==> config.mk <==
export PLATFORM = sky130hd
export DESIGN_NAME = fifo_wr_arbiter
export DESIGN_NICKNAME = d
export VERILOG_FILES = /design/src/rtl/fifo_arb_pkg.sv /design/src/rtl/fifo_arb_rr_pick.sv /design/src/rtl/fifo_wr_arbiter.sv
export SDC_FILE = /design/constraint.sdc
export NUM_CORES = 1
export LEC_CHECK = 0
export ABC_AREA = 1
export BUFFER_PORTS_ARGS = -buffer_cell sky130_fd_sc_hd__buf_2
export CAP_MARGIN = 10
export CORE_UTILIZATION = 36
export CTS_CLUSTER_SIZE = 40
export DETAILED_ROUTE_END_ITERATION = 10
export HOLD_SLACK_MARGIN = 0.1
export PLACE_DENSITY_LB_ADDON = 0.08
export SKIP_LAST_GASP = 1
export SYNTH_ARGS = -nofsm -noshare
export SYNTH_HDL_FRONTEND = slang
export SYNTH_SLANG_ARGS = --single-unit
==> constraint.sdc <==
create_clock -name io_clk -period 1.8 [get_ports io_clk]
set_input_delay 0 -clock io_clk [delete_from_list [all_inputs] [get_ports io_clk]]
set_output_delay 0 -clock io_clk [all_outputs]
set_load 0.05 [all_outputs]
==> src/rtl/fifo_arb_pkg.sv <==
// Shared types and width helpers for the fifo write-port arbiter.
// Optional per-producer beat counters are enabled with FIFO_ARB_STATS_EN.
package fifo_arb_pkg;

  typedef enum logic [0:0] {
    IDLE  = 1'b0,
    GRANT = 1'b1
  } arb_state_e;

  localparam int unsigned STAT_W = 16;

  // Width of a producer index; at least one bit even for a single producer.
  function automatic int unsigned grant_w(input int unsigned num_req);
    return (num_req > 1) ? $clog2(num_req) : 1;
  endfunction

  // Beat counter width; holds 0..MAX_BURST-1 with headroom.
  function automatic int unsigned beat_w(input int unsigned max_burst);
    return $clog2(max_burst) + 1;
  endfunction

endpackage

==> src/rtl/fifo_arb_rr_pick.sv <==
// Combinational round-robin picker: first requester after last_grant, wrapping.
module fifo_arb_rr_pick
  import fifo_arb_pkg::*;
#(
  parameter int unsigned NUM_REQ = 4
) (
  input  logic [NUM_REQ-1:0]          req_i,
  input  logic [grant_w(NUM_REQ)-1:0] last_grant_i,
  output logic [grant_w(NUM_REQ)-1:0] pick_c_o,
  output logic                        any_req_c_o
);

  localparam int unsigned GRANT_W = grant_w(NUM_REQ);

  int                 idx;
  logic [NUM_REQ-1:0] shifted;

  // Walk from farthest to nearest so the nearest requester wins.
  always_comb begin
    pick_c_o    = '0;
    any_req_c_o = |req_i;
    idx         = 0;
    shifted     = '0;
    for (int i = int'(NUM_REQ); i >= 1; i--) begin
      idx = int'(last_grant_i) + i;
      if (idx >= int'(NUM_REQ)) idx = idx - int'(NUM_REQ);
      shifted = req_i >> idx;
      if (shifted[0]) pick_c_o = GRANT_W'(idx);
    end
  end

endmodule

==> src/rtl/fifo_wr_arbiter.sv <==
// Round-robin burst arbiter in front of the fifo write port; data passes through.
// Define FIFO_ARB_STATS_EN to add saturating per-producer transfer counters.
module fifo_wr_arbiter
  import fifo_arb_pkg::*;
#(
  parameter int unsigned NUM_REQ   = 4,
  parameter int unsigned DATA_W    = 32,
  parameter int unsigned MAX_BURST = 4
) (
  input  logic                        io_clk,
  input  logic                        io_rst,
  input  logic [NUM_REQ-1:0]          io_in_valid,
  output logic [NUM_REQ-1:0]          io_in_ready,
  input  logic [NUM_REQ*DATA_W-1:0]   io_in_bits,
  output logic                        io_out_valid,
  input  logic                        io_out_ready,
  output logic [DATA_W-1:0]           io_out_bits,
  output logic [grant_w(NUM_REQ)-1:0] io_grant_id,
  output logic                        io_busy
`ifdef FIFO_ARB_STATS_EN
  ,
  output logic [NUM_REQ*STAT_W-1:0]   io_stat_beats
`endif
);

  localparam int unsigned GRANT_W = grant_w(NUM_REQ);
  localparam int unsigned BEAT_W  = beat_w(MAX_BURST);

  arb_state_e         state_q, state_d;
  logic [GRANT_W-1:0] grant_q, grant_d;
  logic [BEAT_W-1:0]  beat_cnt_q, beat_cnt_d;
  logic [GRANT_W-1:0] pick_c;
  logic               any_req_c;
  logic               sel_valid_c;
  logic [DATA_W-1:0]  sel_bits_c;
  logic               xfer_c;

  fifo_arb_rr_pick #(
    .NUM_REQ (NUM_REQ)
  ) u_pick (
    .req_i        (io_in_valid),
    .last_grant_i (grant_q),
    .pick_c_o     (pick_c),
    .any_req_c_o  (any_req_c)
  );

  // grant_q doubles as last_grant: it is only rewritten when a new grant starts.
  always_ff @(posedge io_clk) begin
    if (io_rst) begin
      state_q    <= IDLE;
      grant_q    <= GRANT_W'(NUM_REQ - 1);
      beat_cnt_q <= '0;
    end else begin
      state_q    <= state_d;
      grant_q    <= grant_d;
      beat_cnt_q <= beat_cnt_d;
    end
  end

  // Outputs are suppressed during reset so an in-flight beat is never handshaken.
  always_comb begin
    state_d      = state_q;
    grant_d      = grant_q;
    beat_cnt_d   = beat_cnt_q;
    sel_valid_c  = 1'b0;
    sel_bits_c   = '0;
    io_out_valid = 1'b0;
    io_out_bits  = '0;
    io_in_ready  = '0;
    io_busy      = 1'b0;
    xfer_c       = 1'b0;
    for (int i = 0; i < int'(NUM_REQ); i++) begin
      if (grant_q == GRANT_W'(i)) begin
        sel_valid_c = io_in_valid[i];
        sel_bits_c  = io_in_bits[i*DATA_W +: DATA_W];
      end
    end
    case (state_q)
      IDLE: begin
        if (any_req_c) begin
          grant_d    = pick_c;
          beat_cnt_d = '0;
          state_d    = GRANT;
        end
      end
      GRANT: begin
        if (!io_rst) begin
          io_busy      = 1'b1;
          io_out_valid = sel_valid_c;
          io_out_bits  = sel_bits_c;
          for (int i = 0; i < int'(NUM_REQ); i++) begin
            io_in_ready[i] = io_out_ready && (grant_q == GRANT_W'(i));
          end
        end
        xfer_c = io_out_valid && io_out_ready;
        if (!sel_valid_c) begin
          state_d = IDLE;
        end else if (xfer_c) begin
          if (beat_cnt_q == BEAT_W'(MAX_BURST - 1)) begin
            state_d    = IDLE;
            beat_cnt_d = '0;
          end else begin
            beat_cnt_d = beat_cnt_q + BEAT_W'(1);
          end
        end
      end
      default: state_d = IDLE;
    endcase
  end

  assign io_grant_id = grant_q;

`ifdef FIFO_ARB_STATS_EN
  logic [STAT_W-1:0] stat_q [NUM_REQ];
  logic [STAT_W-1:0] stat_d [NUM_REQ];

  always_comb begin
    io_stat_beats = '0;
    for (int i = 0; i < int'(NUM_REQ); i++) begin
      stat_d[i] = stat_q[i];
      if (xfer_c && (grant_q == GRANT_W'(i)) && (stat_q[i] != '1)) begin
        stat_d[i] = stat_q[i] + STAT_W'(1);
      end
      io_stat_beats[i*STAT_W +: STAT_W] = stat_q[i];
    end
  end

  always_ff @(posedge io_clk) begin
    for (int i = 0; i < int'(NUM_REQ); i++) begin
      if (io_rst) stat_q[i] <= '0;
      else        stat_q[i] <= stat_d[i];
    end
  end
`endif

endmodule
==> metrics.csv <==
stage;metric;value;unit
status;run status;finished, violations left;
status;violations in the final reports;negative setup slack;
placed_design;Placed Instances;512;
timing;worst clock skew;0.002231;ns
timing;number of endpoints failing setup at the final stage;11;
global_route;pin count of the biggest net entering global routing;32;
timing;setup repair after global routing missed its margin;yes;
finish;Filler Cell Count;239;
clock_network;number of CTS-inserted buffers;3;
timing;portion of the clock cycle consumed by the worst path in the final layout;1.048;
yosys;number of distinct standard cells referenced by the synthesized netlist;23;
power;static power due to leakage;1.790;nW
clock_network;source-to-sink clock delay at the later pin of the worst-skew pair;0.23;ns
finish;area occupied by multi-input gates;1912;sq um
floorplan;number of placement rows;24;
timing;slew at the pin closest to its max-slew limit;0.4743;ns
detailed_routing;first-iteration detailed-routing DRC count;204;
yosys;synthesized cell area;1623;sq um
global_route;gr usage total;0.3192;
power;Power Density;1734;nW/um^2
yosys;Mapped Nets;437;
timing;Fin. Hold Viols;0;
timing;min setup slack post-route;-0.08676;ns
clock_network;clock tree from TritonCTS;yes;
run;max_cap viols;0;
finish;total area of sequential cells;127.6;sq um
finish;fraction of final layout cells sized beyond drive strength 1;0.6577;
finish;Finished Layout Cells;537;
yosys;Seq/Total Area, Yosys;0.07402;
detailed_routing;average detailed-routed wire length per instance;16.85;um
detailed_routing;total wirelength of the detailed-routed design;9049;um
finish;top library cells by usage in the layout, fill and taps aside;140 x sky130_fd_sc_hd__buf_2, 54 x sky130_fd_sc_hd__nand2_1, 32 x sky130_fd_sc_hd__o21ai_2, 32 x sky130_fd_sc_hd__a21oi_4, 31 x sky130_fd_sc_hd__buf_6;
detailed_routing;total via count in the routed design;3071;
finish;most common library cell in the layout ignoring fill and taps;sky130_fd_sc_hd__buf_2;
placed_design;Setup WS pre-CTS;0.04134;ns
floorplan;starting density of the core;0.3727;
critical_path;worst endpoint required time;1.80;ns
yosys;Synth Instances;295;
finish;Nets;628;
floorplan;overall die width;69.14;um
timing;hold slack;0.1019;ns
global_route;antenna violations before repair;0;
critical_path;R2R setup slack;-0.01;ns
global_route;via count of the first global-routing pass;2722;
global_route;gr ovfl total;0;
yosys;Synth warnings;0;
clock_network;number of H-tree branching levels;1;
clock_network;CTS sink count;6;
clock_network;Bufs on Longest Clock Path;2;
placed_design;weighted congestion at the end of routability-driven global placement;0.9681;
timing;final period demand of the worst path;1.887;ns
power;IR drop worst, VDD;1112;uV
placed_design;post-detailed-placement half-perimeter wirelength;5359;um
timing;Pins Over Slew Limit;0;
yosys;mean instance size in the synthesized netlist;5.501;sq um
global_route;wire length of the first global-routing pass;12660;um
clock_network;cell chosen for the clock root;sky130_fd_sc_hd__clkbuf_8;
yosys;flop and latch count out of synthesis;6;
clock_network;hold-fix buffer count after cts;0;
floorplan;Boundary Pins;175;
clock_network;clock input transition at the sequential cells of the worst setup and hold paths;0.04;ns
floorplan;die height;69.14;um
critical_path;element type at the critical path start;flop;
detailed_routing;number of search-and-repair iterations in the first detailed-routing pass;5;
timing;maximum frequency from static timing analysis;0.5300;GHz
floorplan;core footprint;4354;sq um
critical_path;Crit Path Class;reg -> out;
finish;number of inserted diodes;0;
detailed_routing;count of nets left with antenna violations after detail routing;0;
placed_design;# port buffers;174;
detailed_routing;Vias per Instance;5.719;
hold_path;kind of path behind the tightest hold check;in -> reg;
critical_path;CP Data Arrival Time;1.89;ns
timing;relative max-transition margin;0.6805;
critical_path;crit end category;output pin;
floorplan;Die Area;4780;sq um
critical_path;Max FO, Critical Path;10;
finish;Synth-to-Final Area Change;134.4;%
detailed_routing;detailed-route DRC error count;0;
==> final timing paths <==
path                                      from              end  depth (start not counted)
worst max-delay path            io_grant_id[0]  io_out_bits[13]                          7
worst min-delay path              io_out_ready          state_q                          3
worst max register to register  io_grant_id[0]    beat_cnt_q[0]                         14
worst min register to register   beat_cnt_q[2]    beat_cnt_q[2]                          2
==> power breakdown <==
part	total [mW]	internal (mW)	switching, mW
registers	0.241	0.185	0.0566
logic	6.13	2.50	3.63
clock network	0.224	0.153	0.0710
==> registers in the layout, summed over array words and instances (netlist names) <==
register,flops
beat_cnt_q,3
state_q,1
io_grant_id,2
==> cell families (layout without fill, tap and decap cells) <==
family | count (synthesis) | in the layout | share of synthesized area
compound gates | 137 | 137 | 0.4734
buf+inv | 43 | 233 | 0.1095
simple gates | 102 | 102 | 0.2891
fa+ha+maj | 7 | 7 | 0.05397
flops | 6 | 6 | 0.07402
==> stage by stage <==
stage	power, mW	setup TNS [ns]	instance area (sq um)	util
CTS	5.924	-0.2144	3591	0.8247
detailed placement	4.708	0	3045	0.6994
global placement	4.638	0	3045	0.6994
global route	6.994	-2.504	3804	0.8736
floorplan	3.648	-0.1274	2022	-
finish	6.597	-0.2510	3804	0.8736
==> synth_stat cells <==
cell,n,area share
sky130_fd_sc_hd__buf_1,2,0.0046
sky130_fd_sc_hd__nand3_2,2,0.012
sky130_fd_sc_hd__nand3b_2,1,0.0069
sky130_fd_sc_hd__o21ai_1,9,0.028
sky130_fd_sc_hd__buf_2,7,0.022
sky130_fd_sc_hd__nand2_1,57,0.13
sky130_fd_sc_hd__o21ai_0,57,0.18
sky130_fd_sc_hd__dfxtp_1,6,0.074
sky130_fd_sc_hd__nor3_1,5,0.015
sky130_fd_sc_hd__a22oi_1,32,0.15
sky130_fd_sc_hd__nand2_2,8,0.031
sky130_fd_sc_hd__inv_2,6,0.014
sky130_fd_sc_hd__nor2_1,10,0.023
sky130_fd_sc_hd__nor2_4,2,0.014
sky130_fd_sc_hd__nand3_1,14,0.043
sky130_fd_sc_hd__nor2_2,2,0.0077
sky130_fd_sc_hd__inv_1,13,0.030
sky130_fd_sc_hd__o21a_1,1,0.0046
sky130_fd_sc_hd__buf_6,1,0.0069
sky130_fd_sc_hd__nand4_1,1,0.0039
sky130_fd_sc_hd__a21oi_1,38,0.12
sky130_fd_sc_hd__ha_1,7,0.054
sky130_fd_sc_hd__clkbuf_1,14,0.032
==> repair_timing <==
action | CTS | global route
pin swaps | 3 | 14
setup endpoints to repair | 33 | 40
gates resized for setup | 119 | 53
setup buffers | 10 | 7
endpoints found under the hold margin | 0 | 0
gates cloned | 4 | 1
==> worst max-delay path: stages (launching register included) <==
cell	delay (ns)
sky130_fd_sc_hd__dfxtp_4	0.39
sky130_fd_sc_hd__buf_4	0.13
sky130_fd_sc_hd__ha_1	0.24
sky130_fd_sc_hd__inv_4	0.10
sky130_fd_sc_hd__buf_12	0.15
sky130_fd_sc_hd__o21ai_0	0.40
sky130_fd_sc_hd__a21oi_4	0.06
sky130_fd_sc_hd__buf_6	0.17
==> per-layer routing <==
layer  vias up  wire length [um]  GRT usage
met4         0               349    0.09977
met5         -                 0          0
met3        45               627    0.05409
li1       1438                 -          -
met2       173              4828     0.5944
met1      1415              3245     0.3650
==> cell type report <==
cell class                 instances  share of cell area
clock buffer                       4             0.01184
inverter                          19             0.02270
multi-input combinational        246              0.5026
sequential                         6             0.03355
tap                               52             0.01711
timing repair buffer             210              0.4122
No activity file was read; power rests on OpenSTA's default activity.
